==> config.mk <==
export PLATFORM = sky130hd
export DESIGN_NAME = hamming_15_11_serial_rx_flat
export DESIGN_NICKNAME = d
export VERILOG_FILES = /design/src/rtl/hamming_15_11_serial_rx_if.sv /design/src/rtl/hamming_15_11_serial_rx.sv /design/src/flat_wrapper.sv
export SDC_FILE = /design/constraint.sdc
export NUM_CORES = 1
export LEC_CHECK = 0
export BUFFER_PORTS_ARGS = -buffer_cell sky130_fd_sc_hd__buf_4
export CAP_MARGIN = 20
export CORE_ASPECT_RATIO = 0.8
export CORE_MARGIN = 5
export CORE_UTILIZATION = 50
export DETAILED_ROUTE_END_ITERATION = 16
export GPL_TIMING_DRIVEN = 0
export PLACE_DENSITY = 0.8
export SETUP_SLACK_MARGIN = 0.02
export SLEW_MARGIN = 20
export SYNTH_ARGS = -nofsm -noshare
export SYNTH_HDL_FRONTEND = slang
export SYNTH_SLANG_ARGS = --single-unit
==> constraint.sdc <==
create_clock -name clk -period 1.8 [get_ports clk]
set_input_delay 0.18 -clock clk [delete_from_list [all_inputs] [get_ports clk]]
set_output_delay 0.18 -clock clk [all_outputs]
set_load 0.1 [all_outputs]
==> src/rtl/hamming_15_11_serial_rx_if.sv <==
// Serial link bundle between the Hamming(15,11) receiver and its neighbours.
// The master drives the incoming codeword stream. The slave (the receiver)
// drives the corrected data stream and the frame status.
interface hamming_15_11_serial_rx_if;
    logic       shift;
    logic       sl_inn;
    logic       sl_out;
    logic       out_valid;
    logic       frame_done;
    logic       err_corrected;
    logic [3:0] syndrome;

    modport master (
        output shift, sl_inn,
        input  sl_out, out_valid, frame_done, err_corrected, syndrome
    );

    modport slave (
        input  shift, sl_inn,
        output sl_out, out_valid, frame_done, err_corrected, syndrome
    );
endinterface

==> src/rtl/hamming_15_11_serial_rx.sv <==
// Serial Hamming(15,11) SEC receiver.
// The receive shift register fills while the previous frame is still being
// streamed out, so back-to-back frames flow without stalls. The syndrome and
// the corrected data are computed from the full receive register in the
// cycle that rx_full is high.
module hamming_15_11_serial_rx (
    input  logic                          clk,
    input  logic                          RST,
    hamming_15_11_serial_rx_if.slave      bus
);
    typedef enum logic {IDLE = 1'b0, SEND = 1'b1} state_t;

    // rx_sr_q[p-1] holds codeword position p once all 15 bits are in.
    logic [14:0] rx_sr_q, rx_sr_d;
    logic [3:0]  rx_cnt_q, rx_cnt_d;
    logic        rx_full_q, rx_full_d;

    state_t      state_q, state_d;
    logic [9:0]  tx_sr_q, tx_sr_d;     // d2..d11 waiting, next bit at [0]
    logic [3:0]  tx_cnt_q, tx_cnt_d;
    logic        sl_out_q, sl_out_d;
    logic        out_valid_q, out_valid_d;
    logic        frame_done_q, frame_done_d;
    logic        err_q, err_d;
    logic [3:0]  syn_q, syn_d;

    logic [3:0]  syn_c;
    logic [14:0] cw_fix;
    logic [10:0] data_c;

    // Receive side: capture one bit per shift cycle, flag a complete frame.
    always_comb begin
        rx_sr_d   = rx_sr_q;
        rx_cnt_d  = rx_cnt_q;
        rx_full_d = 1'b0;
        if (bus.shift) begin
            rx_sr_d = {bus.sl_inn, rx_sr_q[14:1]};
            if (rx_cnt_q == 4'd14) begin
                rx_cnt_d  = 4'd0;
                rx_full_d = 1'b1;
            end else begin
                rx_cnt_d = rx_cnt_q + 4'd1;
            end
        end
    end

    // Syndrome, single-bit correction and data extraction.
    always_comb begin
        syn_c = 4'd0;
        for (int i = 0; i < 15; i++)
            if (rx_sr_q[i]) syn_c = syn_c ^ 4'(i + 1);
        cw_fix = rx_sr_q;
        for (int i = 0; i < 15; i++)
            if (syn_c == 4'(i + 1)) cw_fix[i] = ~rx_sr_q[i];
        // d1 = pos 3, d2..d4 = pos 5..7, d5..d11 = pos 9..15
        data_c = {cw_fix[14:8], cw_fix[6:4], cw_fix[2]};
    end

    // FSM next state: a completed frame always restarts transmission.
    always_comb begin
        state_d = state_q;
        if (rx_full_q)
            state_d = SEND;
        else if (state_q == SEND && tx_cnt_q == 4'd10)
            state_d = IDLE;
    end

    // FSM outputs and transmit datapath.
    always_comb begin
        sl_out_d     = 1'b0;
        out_valid_d  = 1'b0;
        frame_done_d = 1'b0;
        tx_sr_d      = tx_sr_q;
        tx_cnt_d     = tx_cnt_q;
        syn_d        = syn_q;
        err_d        = err_q;
        if (rx_full_q) begin
            syn_d        = syn_c;
            err_d        = (syn_c != 4'd0);
            sl_out_d     = data_c[0];
            tx_sr_d      = data_c[10:1];
            tx_cnt_d     = 4'd0;
            out_valid_d  = 1'b1;
            frame_done_d = 1'b1;
        end else if (state_q == SEND && tx_cnt_q != 4'd10) begin
            sl_out_d    = tx_sr_q[0];
            tx_sr_d     = {1'b0, tx_sr_q[9:1]};
            tx_cnt_d    = tx_cnt_q + 4'd1;
            out_valid_d = 1'b1;
        end
    end

    // State and datapath registers.
    always_ff @(posedge clk or negedge RST) begin
        if (!RST) begin
            rx_sr_q      <= '0;
            rx_cnt_q     <= '0;
            rx_full_q    <= 1'b0;
            state_q      <= IDLE;
            tx_sr_q      <= '0;
            tx_cnt_q     <= '0;
            sl_out_q     <= 1'b0;
            out_valid_q  <= 1'b0;
            frame_done_q <= 1'b0;
            err_q        <= 1'b0;
            syn_q        <= '0;
        end else begin
            rx_sr_q      <= rx_sr_d;
            rx_cnt_q     <= rx_cnt_d;
            rx_full_q    <= rx_full_d;
            state_q      <= state_d;
            tx_sr_q      <= tx_sr_d;
            tx_cnt_q     <= tx_cnt_d;
            sl_out_q     <= sl_out_d;
            out_valid_q  <= out_valid_d;
            frame_done_q <= frame_done_d;
            err_q        <= err_d;
            syn_q        <= syn_d;
        end
    end

    assign bus.sl_out        = sl_out_q;
    assign bus.out_valid     = out_valid_q;
    assign bus.frame_done    = frame_done_q;
    assign bus.err_corrected = err_q;
    assign bus.syndrome      = syn_q;
endmodule

==> src/flat_wrapper.sv <==
// flat-port wrapper written by rule: the top's interface ports become plain ports
module hamming_15_11_serial_rx_flat 
  (clk, RST, bus_shift, bus_sl_inn, bus_sl_out, bus_out_valid, bus_frame_done, bus_err_corrected, bus_syndrome);
  hamming_15_11_serial_rx_if bus_i ();
  input  logic clk;
  input  logic RST;
  input wire logic [$bits(bus_i.shift)-1:0] bus_shift;
  input wire logic [$bits(bus_i.sl_inn)-1:0] bus_sl_inn;
  output wire logic [$bits(bus_i.sl_out)-1:0] bus_sl_out;
  output wire logic [$bits(bus_i.out_valid)-1:0] bus_out_valid;
  output wire logic [$bits(bus_i.frame_done)-1:0] bus_frame_done;
  output wire logic [$bits(bus_i.err_corrected)-1:0] bus_err_corrected;
  output wire logic [$bits(bus_i.syndrome)-1:0] bus_syndrome;
  assign bus_i.shift = bus_shift;
  assign bus_i.sl_inn = bus_sl_inn;
  assign bus_sl_out = bus_i.sl_out;
  assign bus_out_valid = bus_i.out_valid;
  assign bus_frame_done = bus_i.frame_done;
  assign bus_err_corrected = bus_i.err_corrected;
  assign bus_syndrome = bus_i.syndrome;
  hamming_15_11_serial_rx u_core (.clk(clk), .RST(RST), .bus(bus_i));
endmodule
==> impl_metrics.ini, run 1 <==
[status]
status = finished with violations
violations = setup timing

[finish]
final_cell_mix = 46 x buf_4, 36 x dfrtp_1, 24 x mux2_2, 16 x nor3_1
drive_above_1_share_pct = 55.4
post-route-util_pct = 80.7
antenna_cells = 0
nets = 317
area_growth_pct = 57.7
layout_commonest_cell = buf_4
fin_area_sq_um = 4020

[route]
initialDrtViolationCount = 215
ant_nets = 0
drt_wl_total_microns = 7940
routedWlPerCell_microns = 21.2
vias = 2361
dr.pass1.iters = 5
viasPerCell = 6.31
drc_errors = 0

[clocking]
worstSkewPairLatency_ns = 0.30
numCtsBuffers = 5
cts_tree = done
clkSinkCount = 43
cts.path.max_buffers = 2
cts.clk_slew.worst_paths_ns = 0.08
cts-root-buf = clkbuf_8
htree_levels = 2

[yosys]
avgSynthCellArea_sq_um = 10.4
syn_area_sq_um = 2550
netlist_instances = 246
synth_seq_cells = 43
synth_edf_count = 0
postSynth.asyncResetShare_pct = 100
yosys_warnings = 0
ys.flop_type = dfrtp_1
ys_seq_area_share_pct = 42.2
synth_cell_types = 32
synth_nets = 252

[sta]
worst_pin_slew_ns = 0.552
setup_ws_ns = -0.269
holdWs_ns = 0.110
rsz0062_at_grt = yes
fmax_mhz = 483
period_minus_slack_ns = 2.07
period_share_pct = 115
timing.final.hold_violations = 0
final-max-slew-violation-count = 0
setup_viol = 13
timing.slew.headroom_pct = 63.2
skew_ns = 0.00875

[critical_path]
cp.arrival_ns = 2.24
critical_path_class = reg -> reg
worst_setup_path_start_kind = flip-flop
crit_path_max_fanout = 7
cp.required_ns = 1.97
endpoint_kind = flip-flop

[floorplanning]
dieWidth_microns = 89.8
initial_core_util_pct = 51.2
rows = 23
io-pin-count = 12
dieArea_sq_um = 6640
coreArea_sq_um = 4980
die_h_microns = 73.9

[global_routing]
grt_max_degree = 44
grt.total_usage_pct = 20.4
antenna_found_initial = 0
grt_pass1_vias = 2111
grt_pass1_wl_microns = 10800
grt_overflow = 0

[place]
place_worst_setup_slack_ns = -0.456
dpl_cell_area_sq_um = 2780
gp_congestion = 0.942
hpwl_microns = 4260
io_buffer_count = 10

[run]
cap_viol_max_count = 0

[worst_hold_path]
hold_path.class = in -> reg
[cells by family (layout without fill, tap and decap cells)]
logic type,count (synthesis),in the layout,synth area share (%)
AO/OA/AOI/OAI,36,36,10.6
adder cells (fa/ha/maj),2,2,0.981
multiplexers,24,24,10.6
XOR/XNOR,30,30,13.9
AND/OR/NAND/NOR,98,98,19.6
buffers and inverters,13,79,2.01
flip-flops,43,43,42.2
[routing by layer]
| layer | global-route usage, % | routed length (microns) | vias to the layer above |
|---|---|---|---|
| met4 | 5.70 | 235 | 0 |
| li1 | - | - | 1047 |
| met2 | 34.2 | 4070 | 107 |
| met1 | 26.8 | 3140 | 1184 |
| met5 | 0 | 0 | - |
| met3 | 4.81 | 498 | 23 |
[path summary, 6_finish.rpt]
check / start / endpoint / slack, ns / cells after the start
worst max-delay path: u_core.rx_sr_q[8] / u_core.tx_sr_q[1] / -0.27 / 6
worst min-delay path: bus_sl_inn / u_core.rx_sr_q[14] / 0.11 / 2
worst max register to register: u_core.rx_sr_q[8] / u_core.tx_sr_q[1] / -0.27 / 6
worst min register to register: u_core.bus.syndrome[2] / u_core.bus.syndrome[2] / 0.54 / 2
max in group asynchronous: RST / u_core.rx_sr_q[4] / 0.98 / 2
min in group asynchronous: RST / u_core.tx_cnt_q[3] / 0.40 / 2
[flip-flops by register name, summed over array words and instances (netlist names), 4 cells and up]
signal and count:
u_core.rx_cnt_q 4, u_core.bus.syndrome 4, u_core.tx_cnt_q 4, u_core.tx_sr_q 10, u_core.rx_sr_q 15
[metrics by stage]
| stage | setup TNS, ns | instances |
|---|---|---|
| finish | -2.52 | 374 |
| global placement | -5.35 | 318 |
| CTS | -2.50 | 347 |
| global route | -3.35 | 374 |
| floorplan | -0.114 | 246 |
| detailed placement | -5.15 | 318 |
[worst max-delay path, cell delays in order (launching register included)]
cell and delay, ns:
dfrtp_2 0.45, buf_4 0.17, xnor2_4 0.19, xnor2_4 0.39
nand3_1 0.28, a221oi_2 0.36, nor3_1 0.10
[repair_timing]
action,in CTS,in global routing
pin swaps,25,35
endpoints found under the setup margin,20,20
hold endpoints to repair,43,0
setup buffers,20,29
resized for setup,55,62
hold buffers,1,0
[cell usage after synthesis, types with 3 or more instances]
cell       n  area [sq um]
xnor2_1   17           149
nor3_1    28           140
nand2b_1  13          81.3
o32ai_1    9          78.8
clkbuf_1   8          30.0
mux2_2    24           270
inv_1      3          11.3
a21oi_1    7          35.0
nor2_1    11          41.3
nand2_1   15          56.3
o21ai_0    4          20.0
nand3_1   21           105
xor2_2     6          97.6
dfrtp_1   43          1080
a221oi_1  10          87.6
xor2_1     3          26.3
[final cells by class]
type | instances | area, sq um
multi-input combinational | 190 | 2150
sequential | 43 | 1080
fill | 251 | 958
timing repair buffer | 59 | 526
clock buffer | 6 | 82.6
tap | 62 | 77.6
buffer | 9 | 48.8
clock inverter | 2 | 38.8
inverter | 3 | 11.3
Power of run 1 is not shown: default switching activity piles up to over one toggle a cycle in this logic, so the estimate is an artifact.
==> inputs of run 2 (changes only) <==
--- a/config.mk
+++ b/config.mk
@@ -12,7 +12,7 @@
 export CORE_UTILIZATION = 50
 export DETAILED_ROUTE_END_ITERATION = 16
 export GPL_TIMING_DRIVEN = 0
-export PLACE_DENSITY = 0.8
+export PLACE_DENSITY = 0.77
 export SETUP_SLACK_MARGIN = 0.02
 export SLEW_MARGIN = 20
 export SYNTH_ARGS = -nofsm -noshare
==> constraint.sdc (replaced) <==
create_clock -name clk -period 2.4 [get_ports clk]
set_input_delay 0.24 -clock clk [delete_from_list [all_inputs] [get_ports clk]]
set_output_delay 0.24 -clock clk [all_outputs]
set_load 0.1 [all_outputs]
==> run 2 against run 1 <==
- the run now ends clean
- die area is the same
- via count is 13% lower
- first-iteration DRC count shrank 15%
- worst setup slack better by 0.41 ns
- register-to-register slack better by 0.41 ns
- worst hold slack gained 0.058 ns
- clock-buffer cell count stayed put
- design area decreased by 26%
- global-route usage is 0.93 points lower
- final cell count fell by 10%
- non-clock buffer count is 39 lower
- critical path depth down 1
- critical endpoint is now u_core.tx_sr_q[2]
- largest cell class unchanged
- highest routed layer unchanged
==> impl_metrics.ini, run 2 (synthesis results as in run 1) <==
[floorplanning]
initial_core_util_pct = 51.2
coreArea_sq_um = 4980
dieArea_sq_um = 6640
io-pin-count = 12
dieWidth_microns = 89.8
rows = 23
die_h_microns = 73.9

[sta]
timing.slew.headroom_pct = 58.5
timing.final.hold_violations = 0
skew_ns = 0.0175
rsz0062_at_grt = no
setup_viol = 0
period_minus_slack_ns = 2.26
worst_pin_slew_ns = 0.617
fmax_mhz = 443
period_share_pct = 94.1
final-max-slew-violation-count = 0

[clocking]
cts_tree = done
htree_levels = 2
cts.path.max_buffers = 2
numCtsBuffers = 5
cts.clk_slew.worst_paths_ns = 0.08
worstSkewPairLatency_ns = 0.31
cts-root-buf = clkbuf_8
clkSinkCount = 43

[critical_path]
cp.required_ns = 2.57
cp.arrival_ns = 2.42
worst_setup_path_start_kind = flip-flop
endpoint_kind = flip-flop
critical_path_class = reg -> reg
crit_chain = xor3_2 -> xor2_4 -> nand3_1 -> a221oi_1 -> nor3_1
crit_path_max_fanout = 8
max_stage_delay_ns = 0.59
crit_slowest_cell = xor3_2

[route]
dr.pass1.iters = 5
routedWlPerCell_microns = 18.0
vias = 2048
initialDrtViolationCount = 182
drc_errors = 0
ant_nets = 0
drt_wl_total_microns = 6020
viasPerCell = 6.11

[finish]
antenna_cells = 0
post-route-util_pct = 59.9
fillers = 423
drive_above_1_share_pct = 26.0
area_growth_pct = 16.9
fin_area_sq_um = 2980
regMostFlops = u_core.rx_sr_q
nets = 278
final_cell_mix = 43 x dfrtp_1, 28 x nor3_1, 24 x mux2_2, 21 x nand3_1, 18 x buf_4
layout_commonest_cell = dfrtp_1
largest_reg_flops = 15
largestRegisters = u_core.rx_sr_q: 15 flops, u_core.tx_sr_q: 10 flops

[run]
cap_viol_max_count = 0

[worst_hold_path]
hold_path.class = in -> reg

[place]
gp_congestion = 0.935
dpl_cell_area_sq_um = 2700
io_buffer_count = 10
hpwl_microns = 4240

[global_routing]
grt_overflow = 0
antenna_found_initial = 0
grt_pass1_vias = 1935
grt.total_usage_pct = 19.5
grt_max_degree = 44
grt_pass1_wl_microns = 10000

[status]
status = completed
-- run 2: cell count changes in the layout (fill, tap and decap cells not counted), sizes merged --
cell / previous run / this run
buf: 59 / 20
-- run 2: critical path, delay by kind of cell, from the launching register on --
| family | cells | cell delay (ns) |
|---|---|---|
| AO/OA/AOI/OAI | 1 | 0.46 |
| XOR/XNOR | 2 | 0.87 |
| AND/OR/NAND/NOR | 2 | 0.33 |
| flip-flops | 1 | 0.46 |
-- run 2: per-stage QoR --
stage / setup TNS [ns] / hold WS [ns] / instances / setup slack, ns
6_report: 0 / 0.168 / 335 / 0.143
5_1_grt: 0 / 0.165 / 335 / 0.0222
4_1_cts: 0 / 0.161 / 327 / 0.0716
3_5_place_dp: 0 / 0.258 / 318 / 0.0231
3_3_place_gp: -0.0303 / 0.255 / 318 / -0.0195
2_1_floorplan: 0 / -0.0556 / 246 / 0.479
-- run 2: layout make-up --
class	count	area [sq um]	share of cell area [%]
timing repair buffer	19	145	4.87
tap	62	77.6	2.60
sequential	43	1080	36.1
buffer	10	40.0	1.34
inverter	3	11.3	0.378
multi-input combinational	190	1510	50.6
clock inverter	2	38.8	1.30
clock buffer	6	82.6	2.77
-- run 2: routing by layer --
layer / wire length, microns / global-route usage (%) / part of all wire (%) / up-vias
li1: - / - / - / 953
met1: 2750 / 27.8 / 46 / 982
met2: 2650 / 27.8 / 44 / 97
met3: 466 / 5.83 / 7.7 / 16
met4: 148 / 7.21 / 2.5 / 0
met5: 0 / 0 / 0 / -
-- run 2: repair_timing --
action / 4_1_cts / 5_1_grt
endpoints found under the setup margin: 5 / 9
pin swaps: 0 / 3
buffers inserted: 0 / 8
endpoints found under the hold margin: 43 / 0
gates resized for setup: 2 / 8
hold buffers: 1 / 0
-- run 2: worst paths after layout --
path	cells past startpoint	to	slack (ns)	startpoint
max in group asynchronous	2	u_core.bus.err_corrected	1.57	RST
min in group asynchronous	2	u_core.tx_cnt_q[3]	0.44	RST
min	2	u_core.rx_sr_q[14]	0.17	bus_sl_inn
max reg2reg	5	u_core.tx_sr_q[2]	0.14	u_core.rx_sr_q[4]
max	5	u_core.tx_sr_q[2]	0.14	u_core.rx_sr_q[4]
min reg2reg	0	u_core.bus.frame_done	0.51	u_core.rx_full_q
Power of run 2 is left out for the same reason.
==> inputs of run 3 (changes only) <==
--- a/config.mk
+++ b/config.mk
@@ -9,10 +9,10 @@
 export CAP_MARGIN = 20
 export CORE_ASPECT_RATIO = 0.8
 export CORE_MARGIN = 5
-export CORE_UTILIZATION = 50
+export CORE_UTILIZATION = 66
 export DETAILED_ROUTE_END_ITERATION = 16
 export GPL_TIMING_DRIVEN = 0
-export PLACE_DENSITY = 0.77
+export PLACE_DENSITY = 0.85
 export SETUP_SLACK_MARGIN = 0.02
 export SLEW_MARGIN = 20
 export SYNTH_ARGS = -nofsm -noshare
==> run 3 against run 2 <==
- clock-buffer cell count unchanged
- largest cell class unchanged
- maximum frequency down 1.8%
- non-clock buffer count down 8
- critical endpoint is now u_core.tx_sr_q[8]
==> impl_metrics.ini, run 3 (synthesis results as in run 1) <==
[status]
status = completed

[route]
drt_wl_total_microns = 5860
vias = 2063
ant_nets = 0
dr.pass1.iters = 5
routedWlPerCell_microns = 19.0
initialDrtViolationCount = 314
viasPerCell = 6.70
drc_errors = 0

[sta]
timing.slew.headroom_pct = 60.3
fmax_mhz = 435
finalSetupTns_ns = 0
setup_viol = 0
timing.final.hold_violations = 0
setup_ws_ns = 0.102
period_minus_slack_ns = 2.30
rsz0062_at_grt = no
worst_pin_slew_ns = 0.592
final-max-slew-violation-count = 0
skew_ns = 0.00286
period_share_pct = 95.7

[finish]
largestRegisters = u_core.rx_sr_q: 15 flops, u_core.tx_sr_q: 10 flops
largest_reg_flops = 15
final_cell_mix = 43 x dfrtp_1, 28 x nor3_1, 24 x mux2_2, 21 x nand3_1, 15 x nand2_1
post-route-util_pct = 75.0
drive_above_1_share_pct = 22.7
area_growth_pct = 10.4
regMostFlops = u_core.rx_sr_q
fillers = 260
antenna_cells = 0
layout_commonest_cell = dfrtp_1
nets = 270

[place]
gp_congestion = 0.967
place_worst_setup_slack_ns = 0.0894
hpwl_microns = 4080
io_buffer_count = 10

[global_routing]
grt.total_usage_pct = 24.5
grt.busiest_layer = met2
antenna_found_initial = 0
grtUsageMet3_pct = 6.58
grt_use_met1_pct = 33.6
grt_pass1_vias = 1978
globalRouteMet2Util_pct = 37.8
grt_pass1_wl_microns = 9670
grt_max_degree = 44
grt_overflow = 0

[clocking]
worstSkewPairLatency_ns = 0.30
cts-root-buf = clkbuf_8
cts.path.max_buffers = 2
numCtsBuffers = 5
htree_levels = 2
clkSinkCount = 43
cts_tree = done
cts.clk_slew.worst_paths_ns = 0.08

[floorplanning]
rows = 20
io-pin-count = 12
dieArea_sq_um = 5210
coreArea_sq_um = 3750
initial_core_util_pct = 67.9
die_h_microns = 65.6
dieWidth_microns = 79.5

[critical_path]
crit_path_max_fanout = 8
endpoint_kind = flip-flop
crit_slowest_cell = xor3_2
worst_setup_path_start_kind = flip-flop
cp.arrival_ns = 2.46
max_stage_delay_ns = 0.48
crit_chain = xor3_2 -> xnor2_2 -> nand3_1 -> a221oi_1 -> nor3_1
cp.required_ns = 2.57
reg2reg_depth = 5
critical_path_class = reg -> reg

[run]
cap_viol_max_count = 0

[worst_hold_path]
hold_path.class = in -> reg
hold_depth = 2
-- run 3: cell count changes in the layout (fill, tap and decap cells not counted), sizes merged --
| cell | delta |
|---|---|
| buf | -8 |
| bufinv | -1 |
| clkinv | +1 |
| inv | -1 |
-- run 3: what timing repair did --
item,CTS,global route
hold buffers,1,0
buffers inserted,0,0
hold endpoints to repair,43,0
setup endpoints to repair,0,9
resized for setup,0,5
-- run 3: area by class of cell --
type	count	area, sq um	share of cell area, %
flip-flops and latches	43	1080	38.2
multi-input cells	190	1460	51.9
plain buffers	10	40.0	1.42
clock buffers	6	82.6	2.93
repair buffers	11	85.1	3.02
inverters	3	11.3	0.400
well taps	44	55.1	1.96
clock inverters	1	5.00	0.178
-- run 3: path summary, 6_finish.rpt --
check | to | start | slack (ns)
max | u_core.tx_sr_q[8] | u_core.rx_sr_q[5] | 0.10
min | u_core.rx_sr_q[14] | bus_sl_inn | 0.17
max reg2reg | u_core.tx_sr_q[8] | u_core.rx_sr_q[5] | 0.10
min reg2reg | u_core.bus.err_corrected | u_core.bus.err_corrected | 0.54
max in group asynchronous | u_core.tx_sr_q[0] | RST | 1.57
min in group asynchronous | u_core.bus.syndrome[3] | RST | 0.48
-- run 3: per-layer routing --
layer | wire length, microns | part of all wire [%]
met5 | 0 | 0
met4 | 103 | 1.8
met3 | 583 | 9.9
met2 | 2660 | 45
met1 | 2510 | 43
-- run 3: stage by stage --
stage	instances	hold WS [ns]	cell area (sq um)
2_1_floorplan	246	-0.0556	2550
3_3_place_gp	300	0.250	2680
3_5_place_dp	300	0.249	2680
4_1_cts	308	0.168	2780
5_1_grt	308	0.171	2820
6_report	308	0.168	2820
-- run 3: worst max-delay path: cells and delay by family, from the launching register on --
family	cells	cell delay [ns]
xor gates and xnor gates	2	0.87
AOI/OAI and AO/OA	1	0.47
and+or+nand+nor	2	0.36
DFF	1	0.47
Power of run 3 is left out for the same reason.
